$ cat config.mk
export PLATFORM = sky130hd
export DESIGN_NAME = instruction_encoder
export DESIGN_NICKNAME = d
export VERILOG_FILES = /design/src/rtl/instruction_encoder.sv
export SDC_FILE = /design/constraint.sdc
export NUM_CORES = 1
export LEC_CHECK = 0
export BUFFER_PORTS_ARGS = -buffer_cell sky130_fd_sc_hd__buf_2
export CORE_UTILIZATION = 45
export DETAILED_ROUTE_END_ITERATION = 7
export GPL_TIMING_DRIVEN = 0
export PLACE_DENSITY = 0.66
export REMOVE_ABC_BUFFERS = 1
export SYNTH_ARGS = -nofsm -noshare
export SYNTH_HDL_FRONTEND = slang
export SYNTH_SLANG_ARGS = --single-unit
$ cat constraint.sdc
create_clock -name i_clk -period 2.3 [get_ports i_clk]
set_input_delay 0.345 -clock i_clk [delete_from_list [all_inputs] [get_ports i_clk]]
set_output_delay 0.345 -clock i_clk [all_outputs]
set_load 0.01 [all_outputs]
$ cat src/rtl/instruction_encoder.sv
// instruction_encoder: packs opcode/register/immediate fields into 32-bit IR
// words, buffers them in a small FIFO and writes them to instruction memory at
// sequential addresses, throttled by the memory-ready signal.
//
// Ports:
//   i_clk, i_reset_n   clock (rising edge), async active-low reset
//   i_clear            sync flush: FIFO empty, addr=0, illegal count=0, LOAD
//   i_valid/o_ready    field-set handshake
//   i_opcode, i_rd, i_rs1, i_rs2, i_imm   instruction fields
//   i_finish           stop accepting, drain FIFO, then DONE
//   o_mem_we, i_mem_ready, o_mem_addr, o_mem_data   memory write port
//   o_illegal_cnt      saturating count of illegal opcodes accepted
//   o_done             high in DONE
module instruction_encoder #(
  parameter int unsigned DEPTH  = 4,
  parameter int unsigned ADDR_W = 8
) (
  input  logic              i_clk,
  input  logic              i_reset_n,
  input  logic              i_clear,
  input  logic              i_valid,
  output logic              o_ready,
  input  logic [7:0]        i_opcode,
  input  logic [3:0]        i_rd,
  input  logic [3:0]        i_rs1,
  input  logic [3:0]        i_rs2,
  input  logic [15:0]       i_imm,
  input  logic              i_finish,
  output logic              o_mem_we,
  input  logic              i_mem_ready,
  output logic [ADDR_W-1:0] o_mem_addr,
  output logic [31:0]       o_mem_data,
  output logic [7:0]        o_illegal_cnt,
  output logic              o_done
);

  localparam int unsigned IDX_W  = (DEPTH > 1) ? $clog2(DEPTH) : 1;
  localparam int unsigned PTR_W  = IDX_W + 1;
  localparam int unsigned WORD_W = 32;

  localparam logic [7:0] OP_NOP = 8'h00;
  localparam logic [7:0] OP_LW  = 8'h01;
  localparam logic [7:0] OP_SW  = 8'h02;
  localparam logic [7:0] OP_ADD = 8'h03;
  localparam logic [7:0] OP_SUB = 8'h04;

  localparam logic [ADDR_W-1:0] LAST_ADDR = '1;
  localparam logic [7:0]        CNT_MAX   = 8'hFF;

  typedef enum logic [1:0] {
    S_LOAD  = 2'd0,
    S_DRAIN = 2'd1,
    S_DONE  = 2'd2
  } state_t;

  state_t             state_q;
  state_t             state_d;

  logic [WORD_W-1:0]  fifo_q [DEPTH];
  logic [PTR_W-1:0]   wr_ptr_q;
  logic [PTR_W-1:0]   rd_ptr_q;
  logic               empty;
  logic               full;

  logic [WORD_W-1:0]  enc_word;
  logic               enc_illegal;

  logic               push;
  logic               pop;
  logic               last_write;

  // FIFO status from extended pointers
  assign empty = (wr_ptr_q == rd_ptr_q);
  assign full  = (wr_ptr_q[PTR_W-1] != rd_ptr_q[PTR_W-1]) &&
                 (wr_ptr_q[IDX_W-1:0] == rd_ptr_q[IDX_W-1:0]);

  assign push       = i_valid && o_ready;
  assign pop        = o_mem_we && i_mem_ready;
  assign last_write = pop && (o_mem_addr == LAST_ADDR);

  assign o_mem_data = fifo_q[rd_ptr_q[IDX_W-1:0]];

  // Field packing; unknown opcodes become NOP and are flagged
  always_comb begin
    enc_word    = '0;
    enc_illegal = 1'b0;
    case (i_opcode)
      OP_NOP:  enc_word = '0;
      OP_LW:   enc_word = {OP_LW, i_rd, 4'h0, i_imm};
      OP_SW:   enc_word = {OP_SW, i_rs1, 4'h0, i_imm};
      OP_ADD:  enc_word = {OP_ADD, i_rd, 12'h000, i_rs1, i_rs2};
      OP_SUB:  enc_word = {OP_SUB, i_rd, 12'h000, i_rs1, i_rs2};
      default: enc_illegal = 1'b1;
    endcase
  end

  // State register
  always_ff @(posedge i_clk or negedge i_reset_n) begin
    if (!i_reset_n) begin
      state_q <= S_LOAD;
    end else begin
      state_q <= state_d;
    end
  end

  // Next-state logic; clear overrides everything
  always_comb begin
    state_d = state_q;
    case (state_q)
      S_LOAD: begin
        if (last_write) begin
          state_d = S_DONE;
        end else if (i_finish) begin
          // A word accepted alongside finish still has to be drained
          state_d = (empty && !push) ? S_DONE : S_DRAIN;
        end
      end
      S_DRAIN: begin
        if (last_write || empty) begin
          state_d = S_DONE;
        end
      end
      S_DONE:  state_d = S_DONE;
      default: state_d = S_LOAD;
    endcase
    if (i_clear) begin
      state_d = S_LOAD;
    end
  end

  // Handshake and status outputs
  always_comb begin
    o_ready  = 1'b0;
    o_mem_we = 1'b0;
    o_done   = 1'b0;
    o_ready  = (state_q == S_LOAD) && !full && !i_clear;
    o_mem_we = !empty && (state_q != S_DONE);
    o_done   = (state_q == S_DONE);
  end

  // FIFO storage, write address and illegal-opcode counter
  always_ff @(posedge i_clk or negedge i_reset_n) begin
    if (!i_reset_n) begin
      for (int i = 0; i < int'(DEPTH); i++) begin
        fifo_q[i] <= '0;
      end
      wr_ptr_q      <= '0;
      rd_ptr_q      <= '0;
      o_mem_addr    <= '0;
      o_illegal_cnt <= '0;
    end else if (i_clear) begin
      wr_ptr_q      <= '0;
      rd_ptr_q      <= '0;
      o_mem_addr    <= '0;
      o_illegal_cnt <= '0;
    end else begin
      if (last_write) begin
        // Memory is full: whatever is still buffered is dropped
        wr_ptr_q <= '0;
        rd_ptr_q <= '0;
      end else begin
        if (push) begin
          fifo_q[wr_ptr_q[IDX_W-1:0]] <= enc_word;
          wr_ptr_q <= wr_ptr_q + PTR_W'(1);
        end
        if (pop) begin
          rd_ptr_q <= rd_ptr_q + PTR_W'(1);
        end
      end
      if (pop && (o_mem_addr != LAST_ADDR)) begin
        o_mem_addr <= o_mem_addr + ADDR_W'(1);
      end
      if (push && enc_illegal && (o_illegal_cnt != CNT_MAX)) begin
        o_illegal_cnt <= o_illegal_cnt + 8'd1;
      end
    end
  end

endmodule

Word-level counts from Yosys, hierarchy flattened

Index checks and enable logic that the tools add are counted.

Register bits after elaboration: 152
Word-level logic and storage cells: 85
Bits of input ports: 42

Mux-type cells: 24
Add/subtract/negate cells: 4
Reduce and logical (&&, ||, !) cells: 26
Equal/unequal tests: 15
Bitwise logic cells: 4
Order comparisons: 3

Operator list:

| cell                                                             | count |
|---|---|
| 128-bit bitwise mux                                              | 1 |
| 27-bit one-hot mux with 4 select lines                           | 1 |
| 32-bit 2-to-1 mux                                                | 3 |
| 32-bit binary-select mux with 2-bit select                       | 1 |
| 32-bit demux with 2-bit select                                   | 1 |
| 8-bit 2-to-1 mux                                                 | 4 |
| 3-bit 2-to-1 mux                                                 | 6 |
| 8-bit by 1-bit adder with 8-bit output (second input constant)   | 2 |
| 8-bit by 2-bit == test with 1-bit output (second input constant) | 2 |
| 8-bit inequality test (second input constant)                    | 2 |
| 1-bit logical AND                                                | 12 |
| 2-bit 2-to-1 mux                                                 | 5 |
| 8-bit by 1-bit == test with 1-bit output (second input constant) | 1 |
| 8-bit by 3-bit == test with 1-bit output (second input constant) | 1 |
| 8-bit == test (second input constant)                            | 1 |
| 8-bit zero test                                                  | 1 |
| 3-bit by 1-bit adder with 3-bit output (second input constant)   | 2 |
| 3-bit greater-or-equal comparator (second input constant)        | 2 |
| 2-bit NOT with 3-bit output                                      | 2 |
| 2-bit one-hot mux with 3 select lines                            | 1 |
| 3-bit nonzero test                                               | 2 |
| 5-bit OR reduction                                               | 1 |
| 1-bit zero test                                                  | 4 |
| 4-bit inequality test (second input constant)                    | 1 |
| other kinds (15)                                                 | 17 |

Depth between registers and ports, before layout

Depth after elaboration: 13
Depth in mapped cells: 8
Mapped depth without buffers: 7

Least setup slack after synthesis

Ideal clock, no wire load.

Path type: register -> register
Start: register rd_ptr_q[0]
End: register fifo_q[96] (netlist name)
Setup time: 0.136 ns
Cell stages (with the launch flop): 8
Arrival: 1.790 ns
Setup slack: 0.374 ns
Path buffers: 2
Data required time: 2.164 ns
Cells stage by stage: dfrtp_1 -> buf_6 -> xor2_4 -> o311ai_4 -> o211ai_4 -> buf_6 -> nand2_1 -> o21ai_2

Cells in the longest elaborated chain, start to end: 7
Elaborated cells between the ends (all ways): 13
Those cells by class: eq/ne: 2; bitwise: 1; reduce/logical: 10

RTL lines:

| what                                                                   | RTL line | source |
|---|---|---|
| start, declared                                                        | 61       | `logic [PTR_W-1:0] rd_ptr_q;` |
| start signal, assigned                                                 | 167      | `rd_ptr_q <= rd_ptr_q + PTR_W'(1);` |
| 3-bit == test / 2-bit == test (equally long branches)                  | 73, 75   |  |
| 1-bit zero test / 1-bit logical AND (equally long branches)            | 137, 74  |  |
| 1-bit logical AND / 1-bit zero test (equally long branches)            | 137, 136 |  |
| 1-bit logical AND, on equally long branches                            | 78, 136  |  |
| 1-bit logical AND, on equally long branches                            | 79, 136  |  |
| 1-bit NOT (no source line) / 1-bit logical AND (equally long branches) | --       |  |
| 3-bit AND reduction (no source line) (*)                               | --       |  |
| end signal, assigned by index                                          | 163      | `fifo_q[wr_ptr_q[IDX_W-1:0]] <= enc_word;` |
| end, declared                                                          | 59       | `logic [WORD_W-1:0] fifo_q [DEPTH];` |

Mark *: on every way between the ends. The rest lies on a longest branch, timed or not.
A chain may end at the register's enable or synchronous reset.

Final worst setup path

Start: register rd_ptr_q[1]
End: register fifo_q[37] (netlist name)

The elaborated chain is that of the path after synthesis.

==> flow_summary.json <==
{
  "drive_above_1_share_pct": 31.5,
  "cts_buffers": 17,
  "layout_commonest_cell": "nand2_1",
  "ant_nets": 0,
  "ys_seq_elements": 116,
  "chipWidth_um": 118,
  "avgViaCountPerCell": 5.70,
  "mostFrequentLayoutCells": "131 x nand2_1, 114 x dfrtp_1, 82 x buf_2, 57 x o21ai_1, 31 x o21ai_2",
  "grt_pass1_wl_mm": 25.9,
  "clk_latency_ps": 410,
  "max_freq_mhz": 450,
  "use_met2_pct": 39.9,
  "dp_hpwl_mm": 8.60,
  "drt_first_iter_violations": 404,
  "cts_tree": "yes",
  "fin_skew_ps": 5.88,
  "nNetsFinal": 733,
  "clk_root_buffer_cell": "clkbuf_16",
  "h-tree-depth": 4,
  "use_met1_pct": 31.6,
  "hp-class": "in -> reg",
  "pwr-share-seq_pct": 35.4,
  "outcome": "complete, no violations",
  "ys_seq_area_share_pct": 47.6,
  "critical_path.max_fanout": 23,
  "hold_viol": 0,
  "arrival_ps": 2490,
  "clockBufferDepth": 2,
  "fin_util_pct": 57.9,
  "drc": 0,
  "cts_sinks": 116,
  "finalWorstSetupSlack_ps": 76.5,
  "power_frac_comb_pct": 18.3,
  "start_util_pct": 46.0,
  "clkTransAtPathRegs_ps": 60,
  "avgSynthCellArea_um2": 10.5,
  "grt_busiest_layer": "met2",
  "worst_pin_slew_ps": 729,
  "power_mw": 6.11,
  "antenna_found_initial": 0,
  "rsz0062_at_grt": "no",
  "vias": 4956,
  "fin_tns_setup_ps": 0,
  "grt_pass1_vias": 4911,
  "startpoint_type": "register",
  "fillers": 1085,
  "placementRows": 42,
  "place.gp.congestion": 0.781,
  "antennaDiodeCount": 0,
  "overflow": 0,
  "core_area_um2": 13200,
  "max_cap_violations": 0,
  "io_buffers": 83,
  "yosysWarningCount": 0,
  "wl_per_cell_um": 18.8,
  "criticalPathCategory": "reg -> reg",
  "grt_usage_pct": 24.1,
  "ir_drop_mv": 0.572,
  "cellLeakagePower_nw": 3.37,
  "cp.required_ps": 2570,
  "period_share_pct": 96.7,
  "ys_types": 48,
  "syn_area_um2": 6100,
  "met3_usage_pct": 4.44,
  "io_pins": 93,
  "p_sw_share_pct": 27.6,
  "period_minus_slack_ps": 2220,
  "area_growth_syn_to_layout_pct": 25.8,
  "multi_input_area_um2": 3110,
  "power.share.clock_pct": 46.3,
  "end_kind": "register",
  "p_int_mw": 4.43,
  "regArea_um2": 2910,
  "power_switching_mw": 1.69,
  "place_worst_setup_slack_ps": -1270,
  "die_h_um": 118,
  "grt_start_max_net_pins": 70,
  "postSynthCellCount": 578,
  "report.final.slew_viol_count": 0,
  "cellPowerDensity_nw_per_um2": 797,
  "drt_pre_antenna_iters": 7,
  "dieArea_um2": 14000,
  "slew_headroom_pct": 50.9,
  "setup_violations": 0,
  "drt-total-wl_mm": 16.3
}
[stage by stage]
step                      cells  hold slack [ps]  area (um^2)
after floorplan             544             49.4         5790
after global placement      803              455         6430
after detailed placement    806              408         6500
after CTS                   858              256         7470
after global routing        869              296         7670
final                       869              266         7670
[cell usage after synthesis, drive strengths merged]
master	number	area (um^2)
o21ai	118	707
nor2b	5	31.3
o211a	1	10.0
o22ai	1	6.26
nand2	131	492
nand4	3	18.8
nor3	15	80.1
nor3b	10	80.1
dfrtp	116	2900
or2	1	6.26
nor4	4	25.0
o311ai	2	35.0
buf	35	309
a2bb2oi	1	8.76
nand2b	4	25.0
or3b	1	8.76
xnor2	11	96.3
a31oi	1	6.26
nand3	6	30.0
a22oi	5	37.5
nor2	22	82.6
a21o	1	7.51
o211ai	4	85.1
or4	1	7.51
a21boi	1	18.8
o21a	1	7.51
clkbuf	7	26.3
o311a	1	10.0
and3	1	6.26
ha	11	138
conb	1	3.75
inv	8	30.0
a21oi	5	25.0
xor2	4	61.3
mux4	23	518
a211oi	1	7.51
mux2i	13	130
nand3b	2	15.0
[final timing paths]
kind | start | end | slack, ps | cells after the start
worst max-delay path | rd_ptr_q[1] | fifo_q[37] | 80 | 6
worst min-delay path | i_imm[15] | fifo_q[47] | 270 | 3
worst max register to register | rd_ptr_q[1] | fifo_q[37] | 80 | 6
worst min register to register | fifo_q[58] | fifo_q[58] | 470 | 2
max in group asynchronous | i_reset_n | rd_ptr_q[0] | 1010 | 3
min in group asynchronous | i_reset_n | fifo_q[35] | 500 | 2
[logic make-up after synthesis]
group / count (synthesis) / share of synthesized area, %
AOI/OAI and AO/OA: 143 / 15.9
xor gates and xnor gates: 15 / 2.59
adders and majority gates: 11 / 2.26
buffers and inverters: 50 / 5.99
DFF: 116 / 47.6
muxes: 36 / 10.6
other: 1 / 0.0615
and+or+nand+nor: 206 / 14.9
[layout make-up]
type                            count  area share, %
Multi-Input combinational cell    431           40.6
Sequential cell                   116           38.0
Timing Repair Buffer              106           9.82
Clock buffer                       20           6.09
Tap cell                          176           2.87
Clock inverter                     12           2.30
Inverter                            8          0.392
[sequential cells by signal, summed over array words and instances, names as in the netlist]
register,flops
o_mem_addr,8
wr_ptr_q,3
o_illegal_cnt,8
rd_ptr_q,3
state_q,2
fifo_q,92
[worst max-delay path: stages, from the launching register on]
cell      delay (ps)
dfrtp_4          600
xor2_2           350
o311a_4          530
o211ai_4         200
buf_16           220
nand2_1           90
o21ai_1           70
[per-layer routing]
metal / share of wire [%] / up-vias
met2: 50 / 194
met1: 41 / 2466
met3: 6.0 / 32
met5: 0 / -
met4: 2.7 / 0
li1: - / 2264
[power groups by stage]
stage          registers, mW  clock network [mW]  logic [mW]
3_3_place_gp            2.25                   0       0.698
4_1_cts                 2.17                2.86        1.02
6_report                2.16                2.83        1.12
2_1_floorplan           2.22                   0       0.484
5_1_grt                 2.17                2.94        1.21
3_5_place_dp            2.21                   0       0.798
[what timing repair did]
action	in CTS	in global routing
endpoints found under the hold margin	47	0
setup endpoints to repair	141	57
gates cloned	11	0
gates resized for setup	15	6
hold buffers	1	0
setup buffers	8	11
pin swaps	7	6
(Power assumes the default switching activity.)
